[config.mk]
export PLATFORM = sky130hd
export DESIGN_NAME = rf_scoreboard
export DESIGN_NICKNAME = d
export VERILOG_FILES = /design/src/rtl/rf_scoreboard.sv
export SDC_FILE = /design/constraint.sdc
export NUM_CORES = 1
export LEC_CHECK = 0
export ABC_AREA = 1
export CAP_MARGIN = 20
export CORE_MARGIN = 1.5
export CORE_UTILIZATION = 30
export CTS_CLUSTER_SIZE = 28
export DETAILED_ROUTE_END_ITERATION = 10
export PLACE_DENSITY = 0.54
export SYNTH_ARGS = -nofsm -noshare
export SYNTH_HDL_FRONTEND = slang
export SYNTH_SLANG_ARGS = --single-unit
[constraint.sdc]
create_clock -name clk -period 6.5 [get_ports clk]
set_input_delay 1.625 -clock clk [delete_from_list [all_inputs] [get_ports clk]]
set_output_delay 1.625 -clock clk [all_outputs]
set_load 0.03 [all_outputs]
[src/rtl/rf_scoreboard.sv]
// Issue-side hazard controller for a pipelined register file: tracks pending
// writes, stalls on RAW/WAW/capacity, and drains outstanding writes before halting.
module rf_scoreboard #(
  parameter int NREG   = 16,
  parameter int AW     = 4,
  parameter int MAXOUT = 4
) (
  input  logic            clk,
  input  logic            rst,
  input  logic            iss_vld,
  input  logic [AW-1:0]   iss_src0,
  input  logic            iss_use0,
  input  logic [AW-1:0]   iss_src1,
  input  logic            iss_use1,
  input  logic [AW-1:0]   iss_dst,
  input  logic            iss_we,
  output logic            iss_rdy,
  output logic            re0,
  output logic            re1,
  input  logic            wb_vld,
  input  logic [AW-1:0]   wb_addr,
  input  logic            hlt_req,
  output logic            hlt,
  output logic [NREG-1:0] pend,
  output logic [AW:0]     pend_cnt,
  output logic            err
);

  typedef enum logic [1:0] {RUN, DRAIN, HALT} state_t;

  state_t          state_q;
  logic [NREG-1:0] pend_q, pend_d;
  logic [AW:0]     cnt_q, cnt_d;
  logic            err_q, err_d;
  logic            hlt_q;

  logic            clr, clr_ok, set, raw, waw, full;
  logic [NREG-1:0] clr_vec, set_vec, eff_pend;
  logic [AW:0]     cnt_after_clr;

  // A retiring write is invisible to this cycle's hazard check (RF writes before it reads).
  assign clr      = wb_vld & (wb_addr != '0);
  assign clr_vec  = clr ? (NREG'(1) << wb_addr) : '0;
  assign clr_ok   = clr & pend_q[wb_addr];
  assign eff_pend = pend_q & ~clr_vec;

  assign raw = (iss_use0 & (iss_src0 != '0) & eff_pend[iss_src0]) |
               (iss_use1 & (iss_src1 != '0) & eff_pend[iss_src1]);
  assign waw = iss_we & (iss_dst != '0) & eff_pend[iss_dst];

  // Only a real retirement frees a slot; a bogus writeback leaves the count alone.
  assign cnt_after_clr = cnt_q - (AW+1)'(clr_ok);
  assign full          = iss_we & (iss_dst != '0) & (cnt_after_clr == (AW+1)'(MAXOUT));

  assign iss_rdy = iss_vld & (state_q == RUN) & ~hlt_req & ~raw & ~waw & ~full;
  assign re0     = iss_rdy & iss_use0;
  assign re1     = iss_rdy & iss_use1;

  assign set     = iss_rdy & iss_we & (iss_dst != '0);
  assign set_vec = set ? (NREG'(1) << iss_dst) : '0;

  assign pend_d = (pend_q | set_vec) & ~clr_vec;
  assign cnt_d  = cnt_q + (AW+1)'(set) - (AW+1)'(clr_ok);
  assign err_d  = err_q | (wb_vld & ((wb_addr == '0) | ~pend_q[wb_addr]));

  always_ff @(posedge clk or posedge rst) begin
    if (rst) begin
      state_q <= RUN;
      pend_q  <= '0;
      cnt_q   <= '0;
      err_q   <= 1'b0;
      hlt_q   <= 1'b0;
    end else begin
      pend_q <= pend_d;
      cnt_q  <= cnt_d;
      err_q  <= err_d;
      case (state_q)
        RUN: begin
          if (hlt_req) state_q <= DRAIN;
        end
        DRAIN: begin
          if ((cnt_q == '0) || ((cnt_q == (AW+1)'(1)) && clr_ok)) begin
            state_q <= HALT;
            hlt_q   <= 1'b1;
          end
        end
        HALT: begin
          hlt_q <= 1'b1;
        end
        default: begin
          state_q <= RUN;
        end
      endcase
    end
  end

  assign hlt      = hlt_q;
  assign pend     = pend_q;
  assign pend_cnt = cnt_q;
  assign err      = err_q;

endmodule

==> results of run 1 <==
routing by layer:
| metal | part of all wire | track usage | vias to the layer above |
|---|---|---|---|
| met4 | 0.032 | 0.06614 | 0 |
| li1 | - | - | 1278 |
| met1 | 0.44 | 0.2755 | 1207 |
| met5 | 0 | 0 | - |
| met2 | 0.47 | 0.3239 | 98 |
| met3 | 0.055 | 0.02357 | 14 |
through the flow:
stage	hold slack [ns]	cells	setup WS, ns
3_3_place_gp	0.4530	498	0.4540
5_1_grt	0.5050	503	0.06501
3_5_place_dp	0.4627	498	0.3743
2_1_floorplan	0.4365	354	1.070
4_1_cts	0.4783	502	0.3401
6_report	0.4758	503	0.4304
cell type report:
type	count	area, um2
Timing Repair Buffer	56	555.5
Sequential cell	25	625.6
Tap cell	99	123.9
Clock buffer	4	45.04
Fill cell	778	4389
Inverter	47	176.4
Multi-Input combinational cell	272	1415
cell usage in the layout (no fill, tap or decap), types with 2 or more instances in the layout:
| cell | n |
|---|---|
| buf_4 | 9 |
| ha_1 | 10 |
| o21ai_0 | 11 |
| inv_2 | 2 |
| nand2_1 | 102 |
| xor2_1 | 4 |
| nor4_1 | 3 |
| nand3b_1 | 2 |
| nand4_1 | 19 |
| inv_1 | 44 |
| nor2_2 | 3 |
| a21oi_1 | 21 |
| a2111oi_0 | 3 |
| clkbuf_8 | 3 |
| nor2_4 | 3 |
| nand3_1 | 36 |
| clkdlybuf4s50_1 | 46 |
| nand2_2 | 2 |
| o211ai_1 | 4 |
| dfrtp_1 | 25 |
| a31oi_1 | 5 |
| nor2_1 | 32 |
| o21bai_1 | 2 |
worst max-delay path, cell delays in order:
cell,delay [ns]
clkdlybuf4s50_1,0.54
inv_1,0.08
nand2_2,0.13
inv_1,0.12
nand2_1,0.07
o21ai_0,0.08
a21oi_1,0.12
nand3_1,0.09
o211ai_1,0.10
nand2_1,0.10
nand2_1,0.11
inv_1,0.08
ha_1,0.19
inv_1,0.08
o21ai_0,0.07
nand2_1,0.07
xor2_1,0.14
o211ai_1,0.10
nand3_1,0.10
nand2_2,0.05
nand2_1,0.13
inv_1,0.09
buf_4,0.17
worst max path at each step:
stage | endpoint | slack, ns | cells after the start
2_1_floorplan | re0 | 1.07 | 21
3_3_place_gp | iss_rdy | 0.45 | 23
3_5_place_dp | iss_rdy | 0.37 | 23
4_1_cts | iss_rdy | 0.34 | 23
5_1_grt | iss_rdy | 0.07 | 21
6_report | iss_rdy | 0.43 | 23
registers in the layout, summed over array words and instances, names as in the netlist:
| signal | count |
|---|---|
| state_q | 2 |
| pend | 16 |
| hlt | 1 |
| err | 1 |
| pend_cnt | 5 |
cells by family (layout without fill, tap and decap cells):
group	count (synthesis)	in the layout	share of synthesized area
AND/OR/NAND/NOR	204	204	0.3972
buffers and inverters	57	107	0.1113
AO/OA/AOI/OAI	52	52	0.1364
flip-flops	25	25	0.2728
adder cells (fa/ha/maj)	11	11	0.06328
XOR/XNOR	5	5	0.01909
power groups by stage:
stage / Clock, W / Combinational [W] / Sequential (W)
3_3_place_gp: 0 / 0.000284 / 0.000202
3_5_place_dp: 0 / 0.000285 / 0.000201
5_1_grt: 0.000108 / 0.000322 / 0.000201
4_1_cts: 0.000102 / 0.000287 / 0.000198
6_report: 0.000100 / 0.000286 / 0.000198
2_1_floorplan: 0 / 0.000162 / 0.000230
timing repair:
action                                  4_1_cts  5_1_grt
resized for setup                             0        1
hold endpoints to repair                      0        0
endpoints found under the setup margin        0        1
==> reports/results.ini, run 1 <==
[route]
drc_errors=0
routedWlPerCell_um=15.71
antenna_left=0
drt_iter0_markers=191
vias=2597
dr.pass1.iters=5
viasPerCell=5.163
finalWirelength_um=7900

[clocking]
ctsRootBufferMaster=clkbuf_8
clk_latency_ns=0.28
cts.hold.buffers_added=0
post_cts_buffers=0
cts_inserted_buffers=3
path_clk_slew_ns=0.09
clock-sinks=25
cts-htree-levels=1
cts_tree=built
cts_max_path_buffers=2

[logic_synthesis]
ys_warn_count=0
synth_nets=389
synth_area_leaders=dfrtp_1, nand2_1, nand3_1, inv_1, ha_1
ys_types=34
syn-cell-area_mm2=0.002293
synth_commonest_cells=nand2_1, inv_1, nand3_1, nor2_1, dfrtp_1
ys_seq_area_frac=0.2728
synth_edf_count=0
netlist.top_cell.by_area=dfrtp_1
async_reset_ff_frac=1.000
synth-seq-cells=25
avgSynthCellArea_um2=6.479
netlist.area_leader.share=0.2728
synth_flop_cell=dfrtp_1
synth.most_common_cell=nand2_1
syn-instance-count=354

[worst_setup_path]
endpoint_kind=output pin
reg2reg_depth=27
cp-start-kind=input port
crit_type=input port to output pin
arrival_ns=4.44
regToRegEndpoint=pend_cnt[4]$_DFF_PP0_
rrSetupSlack_ns=2.75
critical_path_required_ns=4.88
startpoint=wb_addr[1]
crit_fanout=6
r2r_start=pend[7]$_DFF_PP0_

[final_layout]
diodes=0
final_nets=440
drive_gt1_frac=0.06436
fin_area_mm2=0.002942
area_delta_synth_final_pct=28.26
fin_util=0.4013

[sta]
maxSlewHeadroom=0.5923
period_share=0.9338
final.min_clock_period_ns=6.070
maxSlewViolCount=0
tns_ns=0
fin_skew_ns=0.01102
fmax_mhz=164.8
finalHoldViolations=0
setup_viol=0
rsz0062_at_grt=no
tightest_slew_ns=0.6094

[global_route]
grt.total_usage=0.2000
antenna_found_initial=0
grt_max_degree=26
grt_pass1_vias=2522
grt_overflow=0
grt_pass1_wl_um=13100

[power_and_ir_drop]
p_int_w=0.0003379
irDropWorstVdd_uv=241.6
powerDensity_mw_per_mm2=198.8
power_frac_seq=0.338
p_leak_nw=1.426
power.switching_w=0.0002469
power.share.clock=0.172
combPwrFrac=0.490
swShare=0.4222
finalPower_w=0.0005848

[floorplanning]
die_h_um=90.44
core-area_mm2=0.007331
die_w_um=90.44
die_area_mm2=0.008178
ios=50
rows=31
start_util=0.3129

[placement]
dp_hpwl_um=6022
finalWeightedCongestion=0.9569
port_buffers=49
place_area_mm2=0.002867

[run]
cap_violations=0

[worst_hold_path]
min_path_cells=1
hold_class=register to register
holdPathEnd=state_q[0]$_DFFE_PP0P_
min_from=state_q[0]$_DFFE_PP0P_

[run_status]
status=finished, final reports clean

(Power assumes the default switching activity.)
==> run 2: changes to the inputs <==
- CORE_UTILIZATION: 30 -> 50
- PLACE_DENSITY: 0.54 -> 0.88
==> reports/results.ini, run 2 (same netlist as run 1, synthesis figures left out) <==
[clocking]
cts_tree=built
ctsRootBufferMaster=clkbuf_8
path_clk_slew_ns=0.08
post_cts_buffers=0
cts_resized=0
clock-sinks=25
cts_inserted_buffers=3
cts_max_path_buffers=2
clk_latency_ns=0.27
cts-htree-levels=1
cts.hold.buffers_added=0

[run]
cap_violations=0

[route]
wl_met3_um=759
wl_met2_um=3358
drt_iter0_markers=514
vias=2728
topRoutingLayerUsed=met4
viasPerCell=6.035
dr.pass1.iters=6
met1Wirelength_um=2744
finalWirelength_um=7107
routedWlPerCell_um=15.72
antenna_left=0
drc_errors=0

[global_route]
grt_max_degree=26
grt.total_usage=0.2823
grt_overflow=0
grt_pass1_vias=2459
grt_pass1_wl_um=11400
antenna_found_initial=0

[sta]
period_share=0.9520
rsz0062_at_grt=no
final.min_clock_period_ns=6.188
finalHoldViolations=0
maxSlewHeadroom=0.6238
fmax_mhz=161.6
fin_skew_ns=0.004084
tns_ns=0
maxSlewViolCount=0
setup_viol=0
tightest_slew_ns=0.5501
fin_hold_ws_ns=0.4728

[placement]
place_area_mm2=0.002778
port_buffers=49
finalWeightedCongestion=0.9679
dp_hpwl_um=5306

[final_layout]
diodes=0
fin_util=0.6473
final_cell_mix=nand2_1, clkdlybuf4s50_1, inv_1
final_common_cell=nand2_1
drive_gt1_frac=0.05250
largest_register_ffs=16
area_delta_synth_final_pct=23.73
final_nets=436
fin_area_mm2=0.002838

[worst_setup_path]
cp-start-kind=input port
critical_path_required_ns=4.88
cpMaxStageDelayCell=clkdlybuf4s50_1
crit_top_cell=nand2_1
crit_type=input port to output pin
crit_fanout=6
endpoint_kind=output pin
arrival_ns=4.56
max_stage_delay_ns=0.53
worstPathCellList=clkdlybuf4s50_1 -> inv_1 -> nand2_1 -> inv_1 -> nand2_1 -> o21ai_0 -> a21oi_1 -> nand3_1 -> o211ai_1 -> nand2_1 -> nand2_1 -> inv_1 -> ha_1 -> inv_1 -> o21ai_0 -> nand2_1 -> xor2_1 -> o211ai_1 -> nand3_1 -> nand2_2 -> nand2_1 -> inv_1 -> buf_4

[worst_hold_path]
hold_class=register to register

[power_and_ir_drop]
irDropWorstVdd_uv=291.5
power_frac_seq=0.341
p_int_w=0.0003360
power.switching_w=0.0002440
power.share.clock=0.160
powerDensity_mw_per_mm2=204.4
swShare=0.4207
combPwrFrac=0.499
p_leak_nw=1.401

[floorplanning]
die_w_um=70.73
die_area_mm2=0.005002
rows=24
start_util=0.5231
ios=50
die_h_um=70.73
core-area_mm2=0.004384

[run_status]
status=finished, final reports clean

run 2: cell count changes in the layout (fill, tap and decap cells not counted), sizes merged:
cell  before  now
buf       10    6
run 2: layout make-up:
cell class | instances | area, um2
repair buffers | 52 | 513.0
fillers | 401 | 1546
flip-flops and latches | 25 | 625.6
multi-input cells | 272 | 1413
inverters | 47 | 176.4
well taps | 52 | 65.06
clock buffers | 4 | 45.04
run 2: critical path, delay by kind of cell:
family / cells / cell delay, ns
AND/OR/NAND/NOR: 9 / 0.92
adder cells (fa/ha/maj): 1 / 0.20
buffers and inverters: 7 / 1.18
XOR/XNOR: 1 / 0.15
AO/OA/AOI/OAI: 5 / 0.49
run 2: worst paths after layout:
check,depth (start not counted),from,slack (ns),to
worst max-delay path,23,wb_addr[1],0.31,iss_rdy
worst min-delay path,0,pend[0]$_DFF_PP0_,0.47,pend[0]$_DFF_PP0_
worst max register to register,27,pend[7]$_DFF_PP0_,2.66,pend_cnt[4]$_DFF_PP0_
worst min register to register,0,pend[0]$_DFF_PP0_,0.47,pend[0]$_DFF_PP0_
max in group asynchronous,3,rst,4.39,pend[4]$_DFF_PP0_
min in group asynchronous,2,rst,1.66,pend[3]$_DFF_PP0_
run 2: power groups by stage:
| stage | Clock (W) | Combinational, W | Sequential, W |
|---|---|---|---|
| after global placement | 0 | 0.000274 | 0.000201 |
| after floorplan | 0 | 0.000162 | 0.000230 |
| after CTS | 0.0000947 | 0.000289 | 0.000198 |
| after detailed placement | 0 | 0.000288 | 0.000200 |
| final | 0.0000927 | 0.000290 | 0.000198 |
| after global routing | 0.000102 | 0.000326 | 0.000200 |
run 2: layer usage:
metal  up-vias  GRT usage
met5         -          0
met4         0    0.09853
met3        35    0.04558
met2       217     0.4746
met1      1204     0.3684
li1       1272          -
run 2: per-stage QoR:
stage          instances  total power (W)  setup WS (ns)
3_3_place_gp         447        0.0004747         0.5156
4_1_cts              451        0.0005811         0.3337
5_1_grt              452        0.0006277        0.05308
2_1_floorplan        354        0.0003917          1.070
6_report             452        0.0005800         0.3119
3_5_place_dp         447        0.0004882         0.3572
==> run 3: changes to the inputs <==
- SKIP_LAST_GASP: unset -> 1
==> results of run 3 <==
No change in the layout: final DEF, timing and power equal those of run 2.
